<file path="config.mk">
export PLATFORM = sky130hd
export DESIGN_NAME = outperiph_bank
export DESIGN_NICKNAME = d
export VERILOG_FILES = /design/src/rtl/outperiph_pkg.sv /design/src/rtl/outperiph_blink_prescaler.sv /design/src/rtl/outperiph_bank.sv
export SDC_FILE = /design/constraint.sdc
export NUM_CORES = 2
export LEC_CHECK = 0
export ABC_AREA = 1
export CORE_MARGIN = 5
export CORE_UTILIZATION = 50
export CTS_CLUSTER_SIZE = 10
export DETAILED_ROUTE_END_ITERATION = 10
export PLACE_DENSITY = 0.69
export SYNTH_ARGS = -nofsm -noshare
export SYNTH_HDL_FRONTEND = slang
export SYNTH_SLANG_ARGS = --single-unit
</file>
<file path="constraint.sdc">
create_clock -name clk -period 2.05 [get_ports clk]
set_input_delay 0.205 -clock clk [delete_from_list [all_inputs] [get_ports clk]]
set_output_delay 0.205 -clock clk [all_outputs]
set_load 0.02 [all_outputs]
</file>
<file path="src/rtl/outperiph_pkg.sv">
// Shared register-map encodings and the byte-lane merge helper for the output peripheral bank.
package outperiph_pkg;

  typedef enum logic [1:0] {
    REG_DATA  = 2'd0,
    REG_SET   = 2'd1,
    REG_CLR   = 2'd2,
    REG_BLINK = 2'd3
  } reg_off_e;

  typedef enum logic [1:0] {
    CTL_CTRL = 2'd0,
    CTL_DIV  = 2'd1,
    CTL_STAT = 2'd2,
    CTL_RSVD = 2'd3
  } ctl_off_e;

  function automatic logic [7:0] byte_merge(input logic [7:0] old_b,
                                            input logic [7:0] new_b,
                                            input logic       be_b);
    return be_b ? new_b : old_b;
  endfunction

endpackage

</file>
<file path="src/rtl/outperiph_blink_prescaler.sv">
// Free-running prescaler that toggles the shared blink phase every div+1 enabled cycles.
module blink_prescaler #(
  parameter int DIV_W = 24
) (
  input  logic             clk,
  input  logic             rst,
  input  logic             en,
  input  logic [DIV_W-1:0] div,
  input  logic             div_wr,
  output logic             phase,
  output logic [DIV_W-1:0] count
);

  // A divider rewrite restarts the count so a smaller div can never be skipped past.
  always_ff @(posedge clk or negedge rst) begin
    if (!rst) begin
      count <= '0;
      phase <= 1'b0;
    end else if (!en) begin
      count <= '0;
      phase <= 1'b0;
    end else if (div_wr) begin
      count <= '0;
    end else if (count == div) begin
      count <= '0;
      phase <= ~phase;
    end else begin
      count <= count + 1'b1;
    end
  end

endmodule

</file>
<file path="src/rtl/outperiph_bank.sv">
// Memory-mapped output channel bank: DATA/SET/CLR/BLINK per channel plus a control slot
// driving a shared blink phase that is XORed onto each channel through its mask.
module outperiph_bank
  import outperiph_pkg::*;
#(
  parameter int NUM_CH    = 11,
  parameter int DATA_W    = 32,
  parameter int ADDR_W    = 8,
  parameter int DIV_W     = 24,
  parameter int DIV_RESET = 4_999_999
) (
  input  logic                     clk,
  input  logic                     rst,
  input  logic [ADDR_W-1:0]        addr,
  input  logic [DATA_W-1:0]        wdata,
  input  logic                     wren,
  input  logic [DATA_W/8-1:0]      be,
  output logic [DATA_W-1:0]        rdata,
  output logic [NUM_CH*DATA_W-1:0] ch_out,
  output logic                     phase
);

  localparam int NB = DATA_W / 8;
  localparam int SW = ADDR_W - 4;
  localparam logic [SW-1:0]    CTL_SLOT = SW'(NUM_CH);
  localparam logic [DIV_W-1:0] DIV_RST  = DIV_W'(DIV_RESET);

  if (NUM_CH < 1 || NUM_CH > 15 || (NUM_CH + 1) * 16 > 2 ** ADDR_W ||
      DATA_W % 8 != 0 || DIV_W + 1 > DATA_W) begin : g_bad_params
    $error("outperiph_bank: illegal parameter combination");
  end

  logic [SW-1:0] slot;
  reg_off_e      roff;
  ctl_off_e      coff;
  assign slot = addr[ADDR_W-1:4];
  assign roff = reg_off_e'(addr[3:2]);
  assign coff = ctl_off_e'(addr[3:2]);

  logic [NUM_CH-1:0][DATA_W-1:0] data_q, blink_q;

  for (genvar i = 0; i < NUM_CH; i++) begin : g_ch
    logic [DATA_W-1:0] data_r, blink_r, d_n, b_n;
    logic              sel;
    assign sel = wren && (slot == SW'(i));

    always_comb begin
      d_n = data_r;
      b_n = blink_r;
      for (int k = 0; k < NB; k++) begin
        case (roff)
          REG_DATA:  d_n[8*k +: 8] = byte_merge(data_r[8*k +: 8], wdata[8*k +: 8], be[k]);
          REG_SET:   d_n[8*k +: 8] = byte_merge(data_r[8*k +: 8],
                                                data_r[8*k +: 8] | wdata[8*k +: 8], be[k]);
          REG_CLR:   d_n[8*k +: 8] = byte_merge(data_r[8*k +: 8],
                                                data_r[8*k +: 8] & ~wdata[8*k +: 8], be[k]);
          REG_BLINK: b_n[8*k +: 8] = byte_merge(blink_r[8*k +: 8], wdata[8*k +: 8], be[k]);
          default: ;
        endcase
      end
    end

    always_ff @(posedge clk or negedge rst) begin
      if (!rst) begin
        data_r  <= '0;
        blink_r <= '0;
      end else if (sel) begin
        data_r  <= d_n;
        blink_r <= b_n;
      end
    end

    assign data_q[i]  = data_r;
    assign blink_q[i] = blink_r;
    assign ch_out[i*DATA_W +: DATA_W] = data_r ^ (blink_r & {DATA_W{phase}});
  end

  logic              ctl_sel, ctrl_wr, div_wr, blink_en_q, en_eff;
  logic [DIV_W-1:0]  div_q, count;
  logic [DATA_W-1:0] div_ext, div_mrg;

  assign ctl_sel = wren && (slot == CTL_SLOT);
  assign ctrl_wr = ctl_sel && (coff == CTL_CTRL) && be[0];
  assign div_wr  = ctl_sel && (coff == CTL_DIV);

  // Clearing blink_en zeroes the engine on the same edge; setting it starts from 0 next cycle.
  assign en_eff = blink_en_q && !(ctrl_wr && !wdata[0]);

  always_comb begin
    div_ext = DATA_W'(div_q);
    div_mrg = div_ext;
    for (int k = 0; k < NB; k++)
      div_mrg[8*k +: 8] = byte_merge(div_ext[8*k +: 8], wdata[8*k +: 8], be[k]);
  end

  always_ff @(posedge clk or negedge rst) begin
    if (!rst) begin
      blink_en_q <= 1'b0;
      div_q      <= DIV_RST;
    end else begin
      if (ctrl_wr) blink_en_q <= wdata[0];
      if (div_wr)  div_q      <= div_mrg[DIV_W-1:0];
    end
  end

  blink_prescaler #(.DIV_W(DIV_W)) u_presc (
    .clk    (clk),
    .rst    (rst),
    .en     (en_eff),
    .div    (div_q),
    .div_wr (div_wr),
    .phase  (phase),
    .count  (count)
  );

  always_comb begin
    rdata = '0;
    for (int i = 0; i < NUM_CH; i++)
      if (slot == SW'(i)) rdata = (roff == REG_BLINK) ? blink_q[i] : data_q[i];
    if (slot == CTL_SLOT) begin
      case (coff)
        CTL_CTRL: rdata = DATA_W'(blink_en_q);
        CTL_DIV:  rdata = DATA_W'(div_q);
        CTL_STAT: rdata = DATA_W'({count, phase});
        default:  rdata = '0;
      endcase
    end
  end

  logic unused_bits;
  assign unused_bits = ^{addr[1:0], div_mrg[DATA_W-1:DIV_W]};

endmodule
</file>
==> results.md <==
* Yosys warnings at 0
* Arrival time at the worst endpoint at about 2700 ps
* Crit-path slowest cell: dfrtp_1
* Reg clk slew, reported paths at 60 ps
* Cells after Synth at roughly 5300
* Synth Net Count at between 5000 and 6000
* Die Span X at 297 um
* Count of final max-slew check failures at 0
* Die area at slightly below 90000 sq um
* Die Y-Extent at 297 um
* Power Density at between 800 and 900 nW/um^2
* Max Cap Viol at 0
* Core area at a little over 80000 sq um
* Final Cycle Share at 143%
* Final Hold Viols at 0
* Vias at around 47000
* FF+latch count, synth at 754
* Failing checks: design-rule violations, negative setup slack
* Initial Util at between 50% and 60%
* Drt initial violations at 6495
* Endpoints failing setup at between 300 and 400
* Site Rows at around 110
* Total Power at slightly below 60 mW
* Worst hold path type: in2async
* Finished Layout Cells at ~7700
* Initial antenna violation count at 5
* Reg2Reg Depth at 9
* IO Port Bufs at 429
* Post-DP HPWL at 121000 um
* Dominant synthesized flop cell: dfrtp_1
* CP peak stage delay at roughly 400 ps
* Worst Skew at ~9.3 ps
* Fin nets at 6600
* Share of the synthesized area in the top cell type at 45.0%
* Peak VDD IR at ~0.64 mV
* Pleak at ~30 nW
* Fin worst setup slack at -873 ps
* Worst-path fanout max at 2
* FFs w/ async S/R, synth at 100%
* TritonCTS clock tree: done
* Vias per cell at 6.17
* GR Overflow Total at 0
* # DRC at 1
* Root buffer cell: clkbuf_16
* WP buf/inv at 1
* RSZ-0062 raised after global routing: true
* CTS buffer count at between 80 and 90
* Post-synth EDFFs at 0
* Pin count of the biggest net entering global routing at 90
* Clock sink count at 754
* Crit end category: output port
* Most used cell, CP: nand4_1
* DR WL/cell at 25.5 um
* Fillers at a little under 5000
* Clock Path Buffers at 3
* Slew margin rel. at between 50% and 60%
* Setup crit start kind: register
* Least-Margin Pin Slew at about 700 ps
* Register area share after synthesis at around 46%
* Clk_lat worst skew at 640 ps
* Status: finished, violations left
* WP data required at around 1900 ps
* Final Cell Area at about 65000 sq um
* FMAX at approximately 0.34 GHz
* Post-layout util at between 70% and 80%
* Layout cell share with drive strength beyond 1 at 35.7%
* Reg2reg start: u_presc.count[7]$_DFF_PN0_
* Synth unique cells at 33
* Commonest cells in the synthesized netlist: nand2_1 (1786), dfrtp_1 (741), o21ai_0 (554)
* DRT antenna net count at 0
* Mean Syn Cell Area at between 7 and 8 sq um
* Routability Congestion at around 0.96
* Setup CP Type: reg2out
* Cell taking the most area after synthesis: dfrtp_1
* Area Overhead vs Synth at 58.3%
* Final min period at approximately 2900 ps
* H-tree depth at 3
* Gr usage total at a little under two fifths
* Crit path cell chain: o21ai_0 -> nor2_1 -> nor3_4 -> nand4_1 -> nand2_1 -> nand4_1 -> buf_6
* Cell count after placement at about 7200
* TNS Setup at -139320 ps
* Most numerous cell in the Yosys netlist: nand2_1
* DR pass1 iterations at 11
* Drt total wl at 195000 um
* Delay-heaviest family, CP: simple AND/OR/NAND/NOR gates
* Largest cells by area after synthesis: dfrtp_1 (45%), nand2_1 (16%), xor2_1 (7.8%)
* First-pass GRT wire length at 256000 um
* DP Area at ~53000 sq um
* Vias in the first global route at about 42000
* Ports at around 430
* RR Endpoint: u_presc.count[18]$_DFF_PN0_
* Area of the mapped netlist at roughly 40000 sq um
* Worst R2R Setup Slack at 140 ps
-- timing repair --
item	4_1_cts	5_1_grt
hold buffers	1	0
pin swaps	186	362
endpoints found under the hold margin	467	0
buffers inserted	45	208
resized for setup	1107	2264
gates cloned	16	37
endpoints found under the setup margin	608	400
-- layout by cell type (no fill, tap or decap), types with 5 or more instances in the layout --
cell and count:
nand2_1 1435, buf_4 867, dfrtp_1 740, o21ai_0 460, inv_1 394, a22oi_1 352, buf_6 330, buf_12 192
xor2_1 167, nor2_1 166, nand2_2 165, o211ai_1 150, nand2_4 142, clkbuf_16 123, xor2_2 119, xor2_4 81
inv_2 72, o21ai_1 70, nand4_1 67, a21oi_1 63, nand2_8 44, nor2_2 39, clkdlybuf4s50_1 37, o22ai_1 36
o21ai_2 29, clkbuf_1 27, buf_8 24, nand3_2 21, buf_16 21, xnor2_1 15, nand3_1 15, nor3_1 14
nor3_2 14, nor2_4 14, dfstp_2 13, nor3_4 8, clkbuf_8 7, nor4_1 5, ha_1 5
-- where the power goes --
group | internal (mW) | leakage [nW] | switching (mW)
Combinational | 10.3 | 20.5 | 13.7
Sequential | 17.3 | 9.12 | 1.30
Clock | 8.60 | 1.26 | 6.48
-- stage by stage --
step	hold slack (ps)	setup slack (ps)
finish	116	-873
global route	122	-847
CTS	96.3	-623
detailed placement	166	-1420
global placement	176	-1430
floorplan	-90.6	33.0
-- sequential cells by signal (all words and copies together), names as in the netlist --
name	count
g_ch.data_r	352
div_q	24
blink_en_q	1
u_presc.count	24
g_ch.blink_r	352
u_presc.phase	1
-- layout make-up --
class                   instances  area, sq um  area share (%)
diodes                          4         10.0          0.0154
repair buffers               1517        16300            25.0
inverters                     469         1790            2.75
multi-input cells            3716        24300            37.2
well taps                    1070         1340            2.05
clock buffers                 126         2500            3.83
clock inverters                 6         95.1           0.146
flip-flops and latches        754        18900            29.0
-- how the worst max path moves through the flow --
stage / startpoint / endpoint / slack, ps / depth (start not counted)
6_report: g_ch[4].blink_r[3]$_DFFE_PN0P_ / rdata[3] / -870 / 7
5_1_grt: g_ch[4].data_r[3]$_DFFE_PN0P_ / rdata[3] / -850 / 9
4_1_cts: g_ch[0].blink_r[3]$_DFFE_PN0P_ / rdata[3] / -620 / 9
3_5_place_dp: addr[5] / rdata[27] / -1420 / 12
3_3_place_gp: addr[5] / rdata[27] / -1430 / 12
2_1_floorplan: addr[2] / rdata[19] / 30 / 10
-- per-layer routing --
layer	vias to the layer above	part of all wire, %	wire [um]	GRT usage [%]
met5	-	0.0041	8	0
met4	2	7.1	13900	16.2
met3	997	14	27500	9.38
met2	3938	44	85800	56.4
met1	22800	35	67900	51.4
li1	19600	-	-	-
-- logic make-up after synthesis --
group | share of synthesized area [%]
simple gates | 20.5
flops | 45.8
compound gates | 17.5
xor+xnor | 8.12
buf+inv | 7.84
fa+ha+maj | 0.182
Note: power is estimated with default switching activity, not from simulation.
